==> config.mk <==
export PLATFORM = sky130hd
export DESIGN_NAME = sseg_scan_decoder
export DESIGN_NICKNAME = d
export VERILOG_FILES = /design/src/rtl/sseg_scan_decoder.sv
export SDC_FILE = /design/constraint.sdc
export NUM_CORES = 1
export LEC_CHECK = 0
export BUFFER_PORTS_ARGS = -buffer_cell sky130_fd_sc_hd__buf_2
export CAP_MARGIN = 30
export CORE_UTILIZATION = 60
export DETAILED_ROUTE_END_ITERATION = 10
export PLACE_DENSITY = 0.88
export RECOVER_POWER = 100
export SETUP_SLACK_MARGIN = 0.2
export SLEW_MARGIN = 10
export SYNTH_ARGS = -nofsm -noshare
export SYNTH_HDL_FRONTEND = slang
export SYNTH_SLANG_ARGS = --single-unit
==> constraint.sdc <==
create_clock -name clk -period 13.15 [get_ports clk]
set_input_delay 0.6575 -clock clk [delete_from_list [all_inputs] [get_ports clk]]
set_output_delay 0.6575 -clock clk [all_outputs]
set_load 0.02 [all_outputs]
==> src/rtl/sseg_scan_decoder.sv <==
// Seven-segment scan bus decoder: captures stable active-low digit/segment dwells into hex slots.
// Optional 2-flop input synchronizer enabled by defining SSEG_SCAN_DECODER_SYNC_EN.
module sseg_scan_decoder #(
  parameter int N_DIGITS      = 8,
  parameter int STABLE_CYCLES = 16
) (
  input  logic                  clk,
  input  logic                  reset,
  input  logic [N_DIGITS-1:0]   an,
  input  logic [7:0]            sseg,
  output logic [4*N_DIGITS-1:0] hex_out,
  output logic [N_DIGITS-1:0]   dp_out,
  output logic [N_DIGITS-1:0]   digit_valid,
  output logic                  err_pulse,
  output logic [2:0]            err_digit,
  output logic                  frame_done
);

  localparam int RW = N_DIGITS + 8;
  localparam int CW = (STABLE_CYCLES > 2) ? $clog2(STABLE_CYCLES) : 1;
  localparam logic [CW-1:0] CNT_MAX = CW'(STABLE_CYCLES - 1);

  typedef enum logic [1:0] {ST_WAIT, ST_COUNT, ST_DONE} state_t;

  // Returns {match, value}; match=0 for any pattern outside the hex table.
  function automatic logic [4:0] decode_seg(input logic [6:0] seg);
    case (seg)
      7'b1000000: decode_seg = {1'b1, 4'h0};
      7'b1111001: decode_seg = {1'b1, 4'h1};
      7'b0100100: decode_seg = {1'b1, 4'h2};
      7'b0110000: decode_seg = {1'b1, 4'h3};
      7'b0011001: decode_seg = {1'b1, 4'h4};
      7'b0010010: decode_seg = {1'b1, 4'h5};
      7'b0000010: decode_seg = {1'b1, 4'h6};
      7'b1111000: decode_seg = {1'b1, 4'h7};
      7'b0000000: decode_seg = {1'b1, 4'h8};
      7'b0010000: decode_seg = {1'b1, 4'h9};
      7'b0001000: decode_seg = {1'b1, 4'hA};
      7'b0000011: decode_seg = {1'b1, 4'hB};
      7'b1000110: decode_seg = {1'b1, 4'hC};
      7'b0100001: decode_seg = {1'b1, 4'hD};
      7'b0000110: decode_seg = {1'b1, 4'hE};
      7'b0001110: decode_seg = {1'b1, 4'hF};
      default:    decode_seg = 5'b0_0000;
    endcase
  endfunction

  logic [RW-1:0]         r_in;
  logic [RW-1:0]         r_q, rp_q;
  logic [CW-1:0]         cnt_q, cnt_d;
  state_t                state_q, state_d;
  logic [4*N_DIGITS-1:0] hex_q, hex_d;
  logic [N_DIGITS-1:0]   dp_q, dp_d, valid_q, valid_d, seen_q, seen_d;
  logic                  err_q, err_d, frame_q, frame_d;
  logic [2:0]            err_digit_q, err_digit_d;

`ifdef SSEG_SCAN_DECODER_SYNC_EN
  logic [RW-1:0] s1_q, s2_q, s1_d, s2_d;

  assign s1_d = {an, sseg};
  assign s2_d = s1_q;
  always_ff @(posedge clk or posedge reset) begin
    if (reset) begin
      s1_q <= '1;
      s2_q <= '1;
    end else begin
      s1_q <= s1_d;
      s2_q <= s2_d;
    end
  end
  assign r_in = s2_q;
`else
  assign r_in = {an, sseg};
`endif

  logic                same, one_hot, capture, blank;
  logic [N_DIGITS-1:0] an_r;
  logic [7:0]          seg_r;
  logic [2:0]          idx;
  logic [4:0]          dec;

  always_comb begin
    an_r    = r_q[RW-1:8];
    seg_r   = r_q[7:0];
    same    = (r_q == rp_q);
    one_hot = $onehot(~an_r);
    idx     = 3'd0;
    for (int i = 0; i < N_DIGITS; i++) begin
      if (!an_r[i]) idx = 3'(i);
    end
    dec     = decode_seg(seg_r[6:0]);
    blank   = (seg_r[6:0] == 7'h7F);

    cnt_d   = same ? ((cnt_q == CNT_MAX) ? cnt_q : cnt_q + 1'b1) : '0;

    state_d = state_q;
    capture = 1'b0;
    case (state_q)
      ST_WAIT:  if (same && one_hot) state_d = ST_COUNT;
      ST_COUNT: begin
        if (!same || !one_hot) begin
          state_d = ST_WAIT;
        end else if (cnt_q == CNT_MAX) begin
          capture = 1'b1;
          state_d = ST_DONE;
        end
      end
      ST_DONE:  if (!same) state_d = ST_WAIT;
      default:  state_d = ST_WAIT;
    endcase

    hex_d       = hex_q;
    dp_d        = dp_q;
    valid_d     = valid_q;
    seen_d      = seen_q;
    err_d       = 1'b0;
    err_digit_d = err_digit_q;
    frame_d     = 1'b0;
    if (capture) begin
      for (int i = 0; i < N_DIGITS; i++) begin
        if (idx == 3'(i)) begin
          dp_d[i]    = ~seg_r[7];
          valid_d[i] = dec[4];
          seen_d[i]  = 1'b1;
          if (dec[4]) hex_d[4*i +: 4] = dec[3:0];
        end
      end
      if (!dec[4] && !blank) begin
        err_d       = 1'b1;
        err_digit_d = idx;
      end
      // Frame completes on the capture that fills the seen mask; start a new frame.
      if (&seen_d) begin
        frame_d = 1'b1;
        seen_d  = '0;
      end
    end
  end

  always_ff @(posedge clk or posedge reset) begin
    if (reset) begin
      r_q         <= '1;
      rp_q        <= '1;
      cnt_q       <= '0;
      state_q     <= ST_WAIT;
      hex_q       <= '0;
      dp_q        <= '0;
      valid_q     <= '0;
      seen_q      <= '0;
      err_q       <= 1'b0;
      err_digit_q <= 3'd0;
      frame_q     <= 1'b0;
    end else begin
      r_q         <= r_in;
      rp_q        <= r_q;
      cnt_q       <= cnt_d;
      state_q     <= state_d;
      hex_q       <= hex_d;
      dp_q        <= dp_d;
      valid_q     <= valid_d;
      seen_q      <= seen_d;
      err_q       <= err_d;
      err_digit_q <= err_digit_d;
      frame_q     <= frame_d;
    end
  end

  assign hex_out     = hex_q;
  assign dp_out      = dp_q;
  assign digit_valid = valid_q;
  assign err_pulse   = err_q;
  assign err_digit   = err_digit_q;
  assign frame_done  = frame_q;

endmodule

### Word-level counts from Yosys, hierarchy flattened

Index checks and enable logic that the tools add are counted.

* word-level logic and storage cells: 142
* output and inout bits: 53
* input port bits: 18
* bits in registers: 99

* reduce and logical (&&, ||, !) cells: 29
* multiplexer cells: 39
* bitwise logic cells: 2
* eq/ne operators: 32
* $add $sub $neg: 8

Operators by type and width (count)
* case mux 5 bit (16 select lines): 1
* equality test 7 bit (second input constant): 5
* AND reduction 3 bit: 9
* 2-to-1 mux 1 bit: 24
* equality test 7 x 5 -> 1 bit (second input constant): 3
* equality test 7 x 6 -> 1 bit (second input constant): 3
* 2-to-1 mux 3 bit: 6
* AND reduction 2 bit: 9
* equality test 16 bit: 1
* equality test 7 x 2 -> 1 bit (second input constant): 2
* equality test 7 x 4 -> 1 bit (second input constant): 2
* equality test 3 bit (second input constant): 4
* adder 1 x 1 -> 2 bit: 4
* 2-to-1 mux 2 bit: 4
* 2-to-1 mux 4 bit: 2
* 2-to-1 mux 8 bit: 1
* NOT 8 bit: 1
* AND reduction 8 bit: 1
* equality test 7 x 3 -> 1 bit (second input constant): 1
* logical NOT 7 bit: 1
* adder 2 x 2 -> 3 bit: 2
* equality test 3 x 2 -> 1 bit (second input constant): 2
* != test 2 bit (second input constant): 3
* case mux 2 bit (3 select lines): 1
* 14 further kinds: 18

### Longest topological paths before layout

* word-level depth: 13
* mapped depth: 13
* depth with buffers taken out: 12

### Worst setup path before layout

Ideal clock, no wire load.

* path kind: reg2reg
* from: register r_q[11]
* to: register hex_q[12] (netlist: hex_out[12])
* slack: 8724 ps
* library setup time: 125 ps
* arrival time: 4301 ps
* stages on the path, launching flop included: 14
* buffers on the path: 1
* cells stage by stage: dfstp_2 -> fa_1 -> inv_1 -> fa_1 -> fa_1 -> ha_1 -> inv_1 -> fa_1 -> or4b_4 -> a211oi_4 -> buf_6 -> o2111ai_2 -> a211oi_4 -> mux2_4

* word-level cells in the longest chain between the ends: 10
* elaborated cells on any way between the ends: 18
* classes of those cells: 3 x add/sub; 3 x eq/ne; 7 x mux; 1 x bitwise; 4 x reduce/logical

RTL lines
* start: declaration: line 49 `logic [RW-1:0] r_q, rp_q;`
* start signal: assignment: line 154 `r_q <= r_in;`
* NOT 8 bit: line 86 `one_hot = $onehot(~an_r);`
* adder 1 x 1 -> 2 bit (not written as such): line 86
* adder 2 x 2 -> 3 bit (not written as such): line 86
* adder 3 x 3 -> 4 bit (not written as such): line 86
* equality test 4 x 1 -> 1 bit: line 86
* logical NOT 1 bit: line 101 `if (!same || !one_hot) begin`
* logical OR 1 bit: line 101
* 2-to-1 mux 1 bit: line 101
* 2-to-1 mux 1 bit: line 98 `case (state_q)`
* AND reduction 3 bit (no line) *
* end signal: assignment: line 146 `hex_q <= '0;`
* end signal: assignment: line 158 `hex_q <= hex_d;`
* end: declaration: line 52 `logic [4*N_DIGITS-1:0] hex_q, hex_d;`

Mark *: on every way between the ends. The rest lies on a longest branch, timed or not.
A chain may end at the register's enable or synchronous reset.

### Worst setup path in the final report

* from: register r_q[11]
* to: register seen_q[7]

* word-level cells in the longest chain between the ends: 10
* elaborated cells on any way between the ends: 42
* classes of those cells: 3 x add/sub; 9 x eq/ne; 24 x mux; 1 x bitwise; 5 x reduce/logical

RTL lines
* branches (longest 10 deep; another with adder 3 x 3 -> 4 bit)
* end signal: assignment: line 161 `seen_q <= seen_d;`
* end: declaration: line 53 `logic [N_DIGITS-1:0] dp_q, dp_d, valid_q, valid_d, seen_q, seen_d;`

Several ways; the timed one is not identified. The select of a mux whose other input is x is not followed.

==> metrics.yaml <==
status: "complete, but fails checks"
violations: "capacitance limit, slew limit"
wirelength_mm: 11.3
hpwl_mm: 7.86
num_vias: 3717
grt_max_degree: 63
synth_commonest_cells: "67 x dfrtp_1, 39 x o21ai_0, 38 x inv_1, 32 x dfstp_2, 16 x xor2_1"
synth_most_common_cell: "dfrtp_1"
clockBufferDepth: 2
antenna_found_initial: 0
hold_class: "input pin to register"
worstSkewPairLatency_ps: 390
fin_crit_sh_pct: 50.3
overflow: 0
cp-end-kind: "register"
post-place-ws_ps: 8140
tritoncts: "yes"
seq_area_frac_synth_pct: 52.0
maxCapViolCount: 4
post_cts_buffers: 0
h-tree-depth: 3
drc: 0
cp.required_ps: 13350
synth_top_area_cell: "dfrtp_1"
fp.coreArea_sq_um: 7770
critical_path_class: "register to register"
drt_iter0_drc: 379
fmax_mhz: 151
worst_slew_pin_slew_ps: 3190
swShare_pct: 27.3
pin_count: 71
synth_top_area_share_pct: 34.7
grt_usage_pct: 28.2
synth_area_per_cell_sq_um: 11.4
min_period_ps: 6610
slew_viol_final: 117
ir_drop_uv: 83.7
drive_above_1_share_pct: 14.7
port-buffer-count: 70
start_kind: "register"
grt_pass1_wl_mm: 18.2
start_util_pct: 62.3
cts.sinks: 99
cts_made_buffers: 9
avgViaCountPerCell: 6.28
areaGrowthSynthToFinish_pct: 8.33
synth.distinct_cells: 66
postLayoutSetupSlackWorst_ps: 6540
synth_seq_cells: 99
final-setup-viol-count: 0
hold_buffers: 0
synth_nets: 449
min_path_cells: 1
finalPower_uw: 578
fp.dieArea_sq_um: 8430
rsz0062_at_grt: "false"
cts_resized: 0
p_per_area_nw_per_um2: 110
finalSetupTns_ps: 0
dieHeight_um: 91.8
combPwrFrac_pct: 8.2
nets: 511
power_switching_uw: 158
yosys_warnings: 0
grt_pass1_vias: 3572
seqPwrFrac_pct: 55.8
critPathArrivalTime_ps: 6810
synth_edf_count: 0
finClkSkew_ps: 12.6
p_leak_nw: 2.28
clkTransAtPathRegs_ps: 100
die-width_um: 91.8
synthCells: 423
p_int_uw: 420
drt-wirelength-per-cell_um: 19.0
antenna_cells: 0
dr.pass1.iters: 6
reg2reg_depth: 13
synthArstFlopShare_pct: 100
root_buffer: "clkbuf_8"
syn_area_sq_um: 4840
p_clk_share_pct: 36.0
rows: 32
synth.area.top_cells: "dfrtp_1 35%, dfstp_2 17%, o21ai_0 4.0%, inv_1 2.9%, xor2_1 2.9%"
synth-main-ff-cell: "dfrtp_1"
worst-path-max-fanout: 11
gp_congestion: 0.878
detail-route-antenna-nets: 0
finalHoldViolCount: 0
slew_headroom_pct: -112
final cells by class:
type                    instances  area [sq um]
inverters                      38           144
clock inverters                 7          85.1
fillers                       614          2530
clock buffers                   9           124
flip-flops and latches         99          2520
well taps                     102           128
multi-input cells             261          1920
repair buffers                 76           323
cell usage in the layout, fill, tap and decap left out, types with 4 or more instances in the layout:
master and count:
nor4b_1 4, dfstp_1 16, o22ai_1 4, o211ai_1 11, nor2b_1 4, xor2_1 16, o2111a_1 4, clkbuf_1 56
nand3_1 11, dfstp_2 16, mux2_1 9, o21ai_0 39, buf_2 17, dfrtp_1 67, nor3b_1 6, or2_2 7
fa_1 4, a211oi_1 11, o2111ai_1 10, nor3_1 9, a21o_1 8, nor2_1 12, nand4_1 8, clkbuf_8 9
a21oi_1 13, inv_1 37, nand2_1 12, ha_1 4, a31oi_1 5
routing by layer:
layer / vias to the layer above / GRT usage [%] / share of wire (%)
met5: - / 0 / 0
met3: 22 / 4.81 / 6.8
met1: 1846 / 37.7 / 42
li1: 1667 / - / -
met4: 0 / 11.7 / 2.1
met2: 182 / 45.8 / 49
flip-flops by register name, summed over array words and instances (netlist names):
| name | flops |
|---|---|
| hex_out | 32 |
| cnt_q | 4 |
| r_q | 16 |
| rp_q | 16 |
| err_digit | 3 |
| digit_valid | 8 |
| state_q | 2 |
| err_pulse | 1 |
| dp_out | 8 |
| seen_q | 8 |
| frame_done | 1 |
worst paths after layout:
path,from,endpoint,slack (ps)
max in group asynchronous,reset,dp_out[3],8940
worst min-delay path,an[6],r_q[14],370
worst min register to register,r_q[8],rp_q[8],440
worst max-delay path,r_q[11],seen_q[7],6540
min in group asynchronous,reset,hex_out[22],630
worst max register to register,r_q[11],seen_q[7],6540
critical path: stages, from the launching register on:
cell and delay [ps]:
dfstp_1 720, fa_1 470, inv_1 80, fa_1 420
fa_1 490, ha_1 210, inv_1 80, fa_1 480
nand2_1 100, nor4b_1 1180, clkbuf_1 370, o211a_1 390
nor4b_1 1150, a21boi_0 290
power groups by stage:
stage	Clock, mW	Combinational (mW)	Sequential [mW]
final	0.208	0.0475	0.322
after global routing	0.222	0.0530	0.323
after CTS	0.210	0.0510	0.323
after detailed placement	0	0.0504	0.329
after global placement	0	0.0466	0.328
after floorplan	0	0.0433	0.322
stage by stage:
stage                     area [sq um]  std cells  hold WS [ps]  util, %
after global placement            5200        572           390     66.9
final                             5240        592           368     67.5
after detailed placement          5210        574           397     67.1
after CTS                         5420        590           336     69.7
after global routing              5240        592           355     67.5
after floorplan                   4840        423           352        -
cells by family (layout without fill, tap and decap cells):
kind of cell,count (synthesis),count (layout),synth area share [%]
adders and majority gates,8,8,2.69
xor gates and xnor gates,17,17,3.08
AOI/OAI and AO/OA,118,118,18.0
buffers and inverters,63,130,5.77
muxes,17,17,4.03
DFF,99,99,52.0
and+or+nand+nor,101,101,14.4
Note: power is estimated with default switching activity, not from simulation.
